[src/rtl/mc_pkg.sv]
// Shared encodings for the multi-cycle main control unit: opcodes, FSM states,
// datapath select codes and the per-state control vector.
package mc_pkg;

  localparam logic [5:0] OP_RTYPE = 6'b000000;
  localparam logic [5:0] OP_LW    = 6'b100011;
  localparam logic [5:0] OP_SW    = 6'b101011;
  localparam logic [5:0] OP_BEQ   = 6'b000100;
  localparam logic [5:0] OP_ADDI  = 6'b001000;
  localparam logic [5:0] OP_J     = 6'b000010;

  typedef enum logic [3:0] {
    S_FETCH  = 4'd0,  S_DECODE = 4'd1,  S_MEMADR = 4'd2,  S_MEMRD  = 4'd3,
    S_MEMWB  = 4'd4,  S_MEMWR  = 4'd5,  S_EXEC   = 4'd6,  S_ALUWB  = 4'd7,
    S_BEQ    = 4'd8,  S_ADDIEX = 4'd9,  S_ADDIWB = 4'd10, S_JUMP   = 4'd11
  } state_t;

  localparam logic [1:0] ALU_ADD   = 2'b00;
  localparam logic [1:0] ALU_SUB   = 2'b01;
  localparam logic [1:0] ALU_FUNCT = 2'b10;

  localparam logic [1:0] PC_ALU    = 2'b00;
  localparam logic [1:0] PC_ALUOUT = 2'b01;
  localparam logic [1:0] PC_JUMP   = 2'b10;

  localparam logic [1:0] SRCB_RD2   = 2'b00;
  localparam logic [1:0] SRCB_FOUR  = 2'b01;
  localparam logic [1:0] SRCB_EXT   = 2'b10;
  localparam logic [1:0] SRCB_EXTSH = 2'b11;

  // memwait marks states that stall on MemRdy; last marks retiring states
  typedef struct packed {
    logic       pcwrite;
    logic [1:0] pcsrc;
    logic       iord;
    logic       dmwe;
    logic       irwe;
    logic       rfwe;
    logic       rfdsel;
    logic       mtorfsel;
    logic       aluinsel;
    logic [1:0] alusrcb;
    logic [1:0] aluop;
    logic       branch;
    logic       memwait;
    logic       last;
  } ctl_t;

endpackage

[src/rtl/mc_state_decode.sv]
// Moore output decode: registered state -> raw datapath control vector.
module mc_state_decode
  import mc_pkg::*;
(
  input  state_t state,
  output ctl_t   ctl
);

  always_comb begin
    ctl = '0;
    case (state)
      S_FETCH: begin
        ctl.irwe    = 1'b1;
        ctl.alusrcb = SRCB_FOUR;
        ctl.pcsrc   = PC_ALU;
        ctl.pcwrite = 1'b1;
        ctl.memwait = 1'b1;
      end
      S_DECODE: ctl.alusrcb = SRCB_EXTSH;
      S_MEMADR, S_ADDIEX: begin
        ctl.aluinsel = 1'b1;
        ctl.alusrcb  = SRCB_EXT;
      end
      S_MEMRD: begin
        ctl.iord    = 1'b1;
        ctl.memwait = 1'b1;
      end
      S_MEMWB: begin
        ctl.rfwe     = 1'b1;
        ctl.mtorfsel = 1'b1;
        ctl.last     = 1'b1;
      end
      S_MEMWR: begin
        ctl.iord    = 1'b1;
        ctl.dmwe    = 1'b1;
        ctl.memwait = 1'b1;
        ctl.last    = 1'b1;
      end
      S_EXEC: begin
        ctl.aluinsel = 1'b1;
        ctl.alusrcb  = SRCB_RD2;
        ctl.aluop    = ALU_FUNCT;
      end
      S_ALUWB: begin
        ctl.rfwe   = 1'b1;
        ctl.rfdsel = 1'b1;
        ctl.last   = 1'b1;
      end
      S_BEQ: begin
        ctl.aluinsel = 1'b1;
        ctl.alusrcb  = SRCB_RD2;
        ctl.aluop    = ALU_SUB;
        ctl.branch   = 1'b1;
        ctl.pcsrc    = PC_ALUOUT;
        ctl.last     = 1'b1;
      end
      S_ADDIWB: begin
        ctl.rfwe = 1'b1;
        ctl.last = 1'b1;
      end
      S_JUMP: begin
        ctl.pcsrc   = PC_JUMP;
        ctl.pcwrite = 1'b1;
        ctl.last    = 1'b1;
      end
      default: ;
    endcase
  end

endmodule

[src/rtl/mc_control_unit.sv]
// Multi-cycle MIPS-subset main control: next-state sequencing, reset gating of
// write strobes, retire pulse/counter and the PCWE branch OR.
module mc_control_unit
  import mc_pkg::*;
#(
  parameter bit MEM_WAIT_EN = 1'b0,
  parameter bit EN_JUMP     = 1'b1,
  parameter bit EN_ADDI     = 1'b1,
  parameter int CNT_W       = 32
) (
  input  logic             CLK,
  input  logic             RST,
  input  logic [5:0]       Opcode,
  input  logic             Zero,
  input  logic             MemRdy,
  output logic             PCWE,
  output logic [1:0]       PCSrc,
  output logic             IorD,
  output logic             DMWE,
  output logic             IRWE,
  output logic             RFWE,
  output logic             RFDSel,
  output logic             MtoRFSel,
  output logic             ALUInSel,
  output logic [1:0]       ALUSrcB,
  output logic [1:0]       ALUOp,
  output logic             Branch,
  output logic             Retire,
  output logic             IllegalOp,
  output logic [CNT_W-1:0] RetireCnt,
  output logic [3:0]       State
);

  state_t state, state_nxt;
  ctl_t   ctl;
  logic   legal, stall;

  mc_state_decode u_dec (.state(state), .ctl(ctl));

  always_comb begin
    case (Opcode)
      OP_RTYPE, OP_LW, OP_SW, OP_BEQ: legal = 1'b1;
      OP_ADDI:                        legal = EN_ADDI;
      OP_J:                           legal = EN_JUMP;
      default:                        legal = 1'b0;
    endcase
  end

  assign stall = MEM_WAIT_EN && ctl.memwait && !MemRdy;

  always_comb begin
    state_nxt = S_FETCH;
    case (state)
      S_FETCH: state_nxt = S_DECODE;
      S_DECODE: begin
        if (!legal) state_nxt = S_FETCH;
        else begin
          case (Opcode)
            OP_LW, OP_SW: state_nxt = S_MEMADR;
            OP_BEQ:       state_nxt = S_BEQ;
            OP_ADDI:      state_nxt = S_ADDIEX;
            OP_J:         state_nxt = S_JUMP;
            default:      state_nxt = S_EXEC;
          endcase
        end
      end
      S_MEMADR: state_nxt = (Opcode == OP_SW) ? S_MEMWR : S_MEMRD;
      S_MEMRD:  state_nxt = S_MEMWB;
      S_EXEC:   state_nxt = S_ALUWB;
      S_ADDIEX: state_nxt = S_ADDIWB;
      default:  state_nxt = S_FETCH;
    endcase
    if (stall) state_nxt = state;
  end

  // a waiting MEMWR keeps its strobes but retires only on the advancing cycle
  assign Retire    = ctl.last && !stall && !RST;
  assign IllegalOp = (state == S_DECODE) && !legal && !RST;

  always_ff @(posedge CLK or posedge RST) begin
    if (RST) begin
      state     <= S_FETCH;
      RetireCnt <= '0;
    end else begin
      state <= state_nxt;
      if (Retire) RetireCnt <= RetireCnt + CNT_W'(1);
    end
  end

  assign PCWE     = !RST && (ctl.pcwrite || (ctl.branch && Zero));
  assign IRWE     = !RST && ctl.irwe;
  assign DMWE     = !RST && ctl.dmwe;
  assign RFWE     = !RST && ctl.rfwe;
  assign PCSrc    = ctl.pcsrc;
  assign IorD     = ctl.iord;
  assign RFDSel   = ctl.rfdsel;
  assign MtoRFSel = ctl.mtorfsel;
  assign ALUInSel = ctl.aluinsel;
  assign ALUSrcB  = ctl.alusrcb;
  assign ALUOp    = ctl.aluop;
  assign Branch   = ctl.branch;
  assign State    = state;

endmodule

[config.mk]
export PLATFORM = sky130hd
export DESIGN_NAME = mc_control_unit
export DESIGN_NICKNAME = d
export VERILOG_FILES = /design/src/rtl/mc_pkg.sv /design/src/rtl/mc_state_decode.sv /design/src/rtl/mc_control_unit.sv
export SDC_FILE = /design/constraint.sdc
export NUM_CORES = 1
export LEC_CHECK = 0
export CAP_MARGIN = 20
export CORE_MARGIN = 2
export CORE_UTILIZATION = 25
export DETAILED_ROUTE_END_ITERATION = 10
export PLACE_DENSITY_LB_ADDON = 0.25
export RECOVER_POWER = 25
export REMOVE_ABC_BUFFERS = 1
export SETUP_SLACK_MARGIN = 0.15
export SYNTH_ARGS = -nofsm -noshare
export SYNTH_HDL_FRONTEND = slang
export SYNTH_HIERARCHICAL = 1
export SYNTH_SLANG_ARGS = --single-unit
export TNS_END_PERCENT = 1
[constraint.sdc]
create_clock -name CLK -period 4.85 [get_ports CLK]
set_input_delay 0.97 -clock CLK [delete_from_list [all_inputs] [get_ports CLK]]
set_output_delay 0.97 -clock CLK [all_outputs]
set_load 0.1 [all_outputs]
==> flow_summary_export.csv <==
group,metric,value,unit
pwr,power.density,495,nW/um^2
pwr,p_comb_frac,0.524,
sta,hold_viol,0,
worst_setup_path,worstPathMaxFanout,17,
run,drv_cap,1,
status,status,"finished with violations",
worst_setup_path,worstSetupPathType,"register to output pin",
worst_setup_path,setup.worst_path.start_class,"register",
detailed_routing,avgViaCountPerCell,4.66,
pwr,internal_power,650,uW
sta,rsz0062_at_grt,"false",
clock_network,clockBufferDepth,2,
detailed_routing,post_drt_wl_per_cell,12.8,microns
cells_and_area,multiInputGateArea,1010,sq um
pwr,p_sw_frac,0.529,
pwr,ir_worst_vdd,0.437,mV
floorplan,die_height,93.7,microns
clock_network,cts_buffers,5,
cells_and_area,nets,272,
synth,yosys_warnings,6,
global_route,grt_pass1_wl,7.89,mm
worst_setup_path,endpoint_kind,"output pin",
worst_setup_path,slowest_stage,"clkdlybuf4s50_1",
cells_and_area,regArea,901,sq um
global_route,grt_max_degree,33,
worst_setup_path,cp_data_required_time,3.88,ns
cells_and_area,final_common_cell,"clkdlybuf4s50_1",
global_route,grt_use_total,0.114,
floorplan,die_x,93.7,microns
clock_network,htree_levels,2,
pwr,p_leak,1.15,nW
global_route,antenna_found_initial,0,
floorplan,rows,32,
sta,setup_viol,0,
pwr,p_seq_frac,0.287,
cells_and_area,antenna_cells,0,
detailed_routing,routed_wl,4.67,mm
clock_network,cts_setup_buffers,0,
synth,syn_area_per_cell,9.92,sq um
placement,hpwl,3.39,mm
detailed_routing,ant_nets,0,
cells_and_area,layout-drive-gt1-share,0.0916,
clock_network,cts.clk_slew.worst_paths,0.07,ns
floorplan,die_area,8790,sq um
detailed_routing,dr.pass1.iters,4,
detailed_routing,drc,0,
sta,timing.hold.ws,0.469,ns
cells_and_area,final_cell_mix,"clkdlybuf4s50_1, dfrtp_1, xnor2_1, xor2_1, nand3_1",
global_route,grt_pass1_vias,1616,
worst_setup_path,arrival,2.80,ns
status,violations,"max-capacitance violations, max-slew violations",
sta,worstMarginPinSlew,1.74,ns
floorplan,core_area,7770,sq um
pwr,power,1.38,mW
placement,gp_congestion,0.839,
synth,syn_area,2010,sq um
cells_and_area,syn_to_final_growth,38.6,%
pwr,p_switching,730,uW
clock_network,post_cts_resized,0,
clock_network,clock_latency,0.29,ns
clock_network,cts-root-buf,"clkbuf_8",
pwr,clockPowerShare,0.189,
sta,slew_viol_final,33,
clock_network,postCtsHoldBufs,0,
detailed_routing,first_iter_violations,38,
sta,fmaxAchievable,265,MHz
cells_and_area,fin_util,0.359,
sta,period_needed,3.77,ns
detailed_routing,dr_total_vias,1695,
clock_network,cts_sinks,36,
worst_hold_path,hold_class,"register to register",
floorplan,start_util,0.259,
worst_setup_path,path_cells,"nand2b_1, nor3_1, clkdlybuf4s50_1",
worst_setup_path,max_stage_delay,1.22,ns
placement,io_buffers,61,
sta,fin_worst_skew,0.00815,ns
clock_network,cts_tree,"done",
sta,slew_headroom,-0.158,
cells_and_area,fillerInstances,802,
floorplan,ioPinCount,63,
global_route,overflow,0,
sta,min_period_over_period,0.778,
synth,syn_inst,203,
[sequential cells by signal (all words and copies together) (netlist names)]
register and flops:
State 4, RetireCnt 32
[routing by layer]
layer  up-vias  wire, microns  global-route usage
met2        49           2200               0.185
met5         -              0                   0
met4         0             86              0.0411
li1        831              -                   -
met1       805           2130               0.146
met3        10            255              0.0297
[power groups by stage]
stage | Combinational (mW) | Clock [mW] | Sequential [mW]
2_1_floorplan | 0.410 | 0 | 0.554
3_3_place_gp | 0.725 | 0 | 0.401
3_5_place_dp | 0.727 | 0 | 0.403
4_1_cts | 0.729 | 0.270 | 0.396
5_1_grt | 0.755 | 0.287 | 0.408
6_report | 0.723 | 0.261 | 0.396
[layout make-up]
type | count | area share
Clock buffer | 6 | 0.0260
Sequential cell | 36 | 0.323
Timing Repair Buffer | 62 | 0.215
Clock inverter | 2 | 0.0126
Multi-Input combinational cell | 145 | 0.363
Tap cell | 102 | 0.0457
Inverter | 11 | 0.0148
[worst paths after layout]
path                                            from                   endpoint  slack, ns  cells after the start
max in group asynchronous                        RST  RetireCnt[31]$_DFFE_PP0P_       1.79                      3
hold reg to reg            RetireCnt[31]$_DFFE_PP0P_  RetireCnt[31]$_DFFE_PP0P_       0.47                      1
setup / recovery                  State[3]$_DFF_PP0_                     Branch       1.08                      3
min in group asynchronous                        RST         State[3]$_DFF_PP0_       1.20                      2
setup reg to reg                  State[1]$_DFF_PP0_  RetireCnt[21]$_DFFE_PP0P_       2.17                      6
hold / removal             RetireCnt[31]$_DFFE_PP0P_  RetireCnt[31]$_DFFE_PP0P_       0.47                      1
[through the flow]
step / cells / area [sq um] / TNS, ns / worst slack (ns)
floorplan: 192 / 1960 / -16.70 / -5.45
CTS: 364 / 2790 / 0 / 1.02
finish: 364 / 2790 / 0 / 1.08
global route: 364 / 2790 / 0 / 0.842
detailed placement: 356 / 2690 / 0 / 1.30
global placement: 356 / 2690 / 0 / 1.32
[critical path: cells and delay by family, from the launching register on]
kind,cells,cell delay [ns]
flip-flops,1,0.66
buffers and inverters,1,1.22
AND/OR/NAND/NOR,2,0.63
Power figures use the tool's default switching activity.
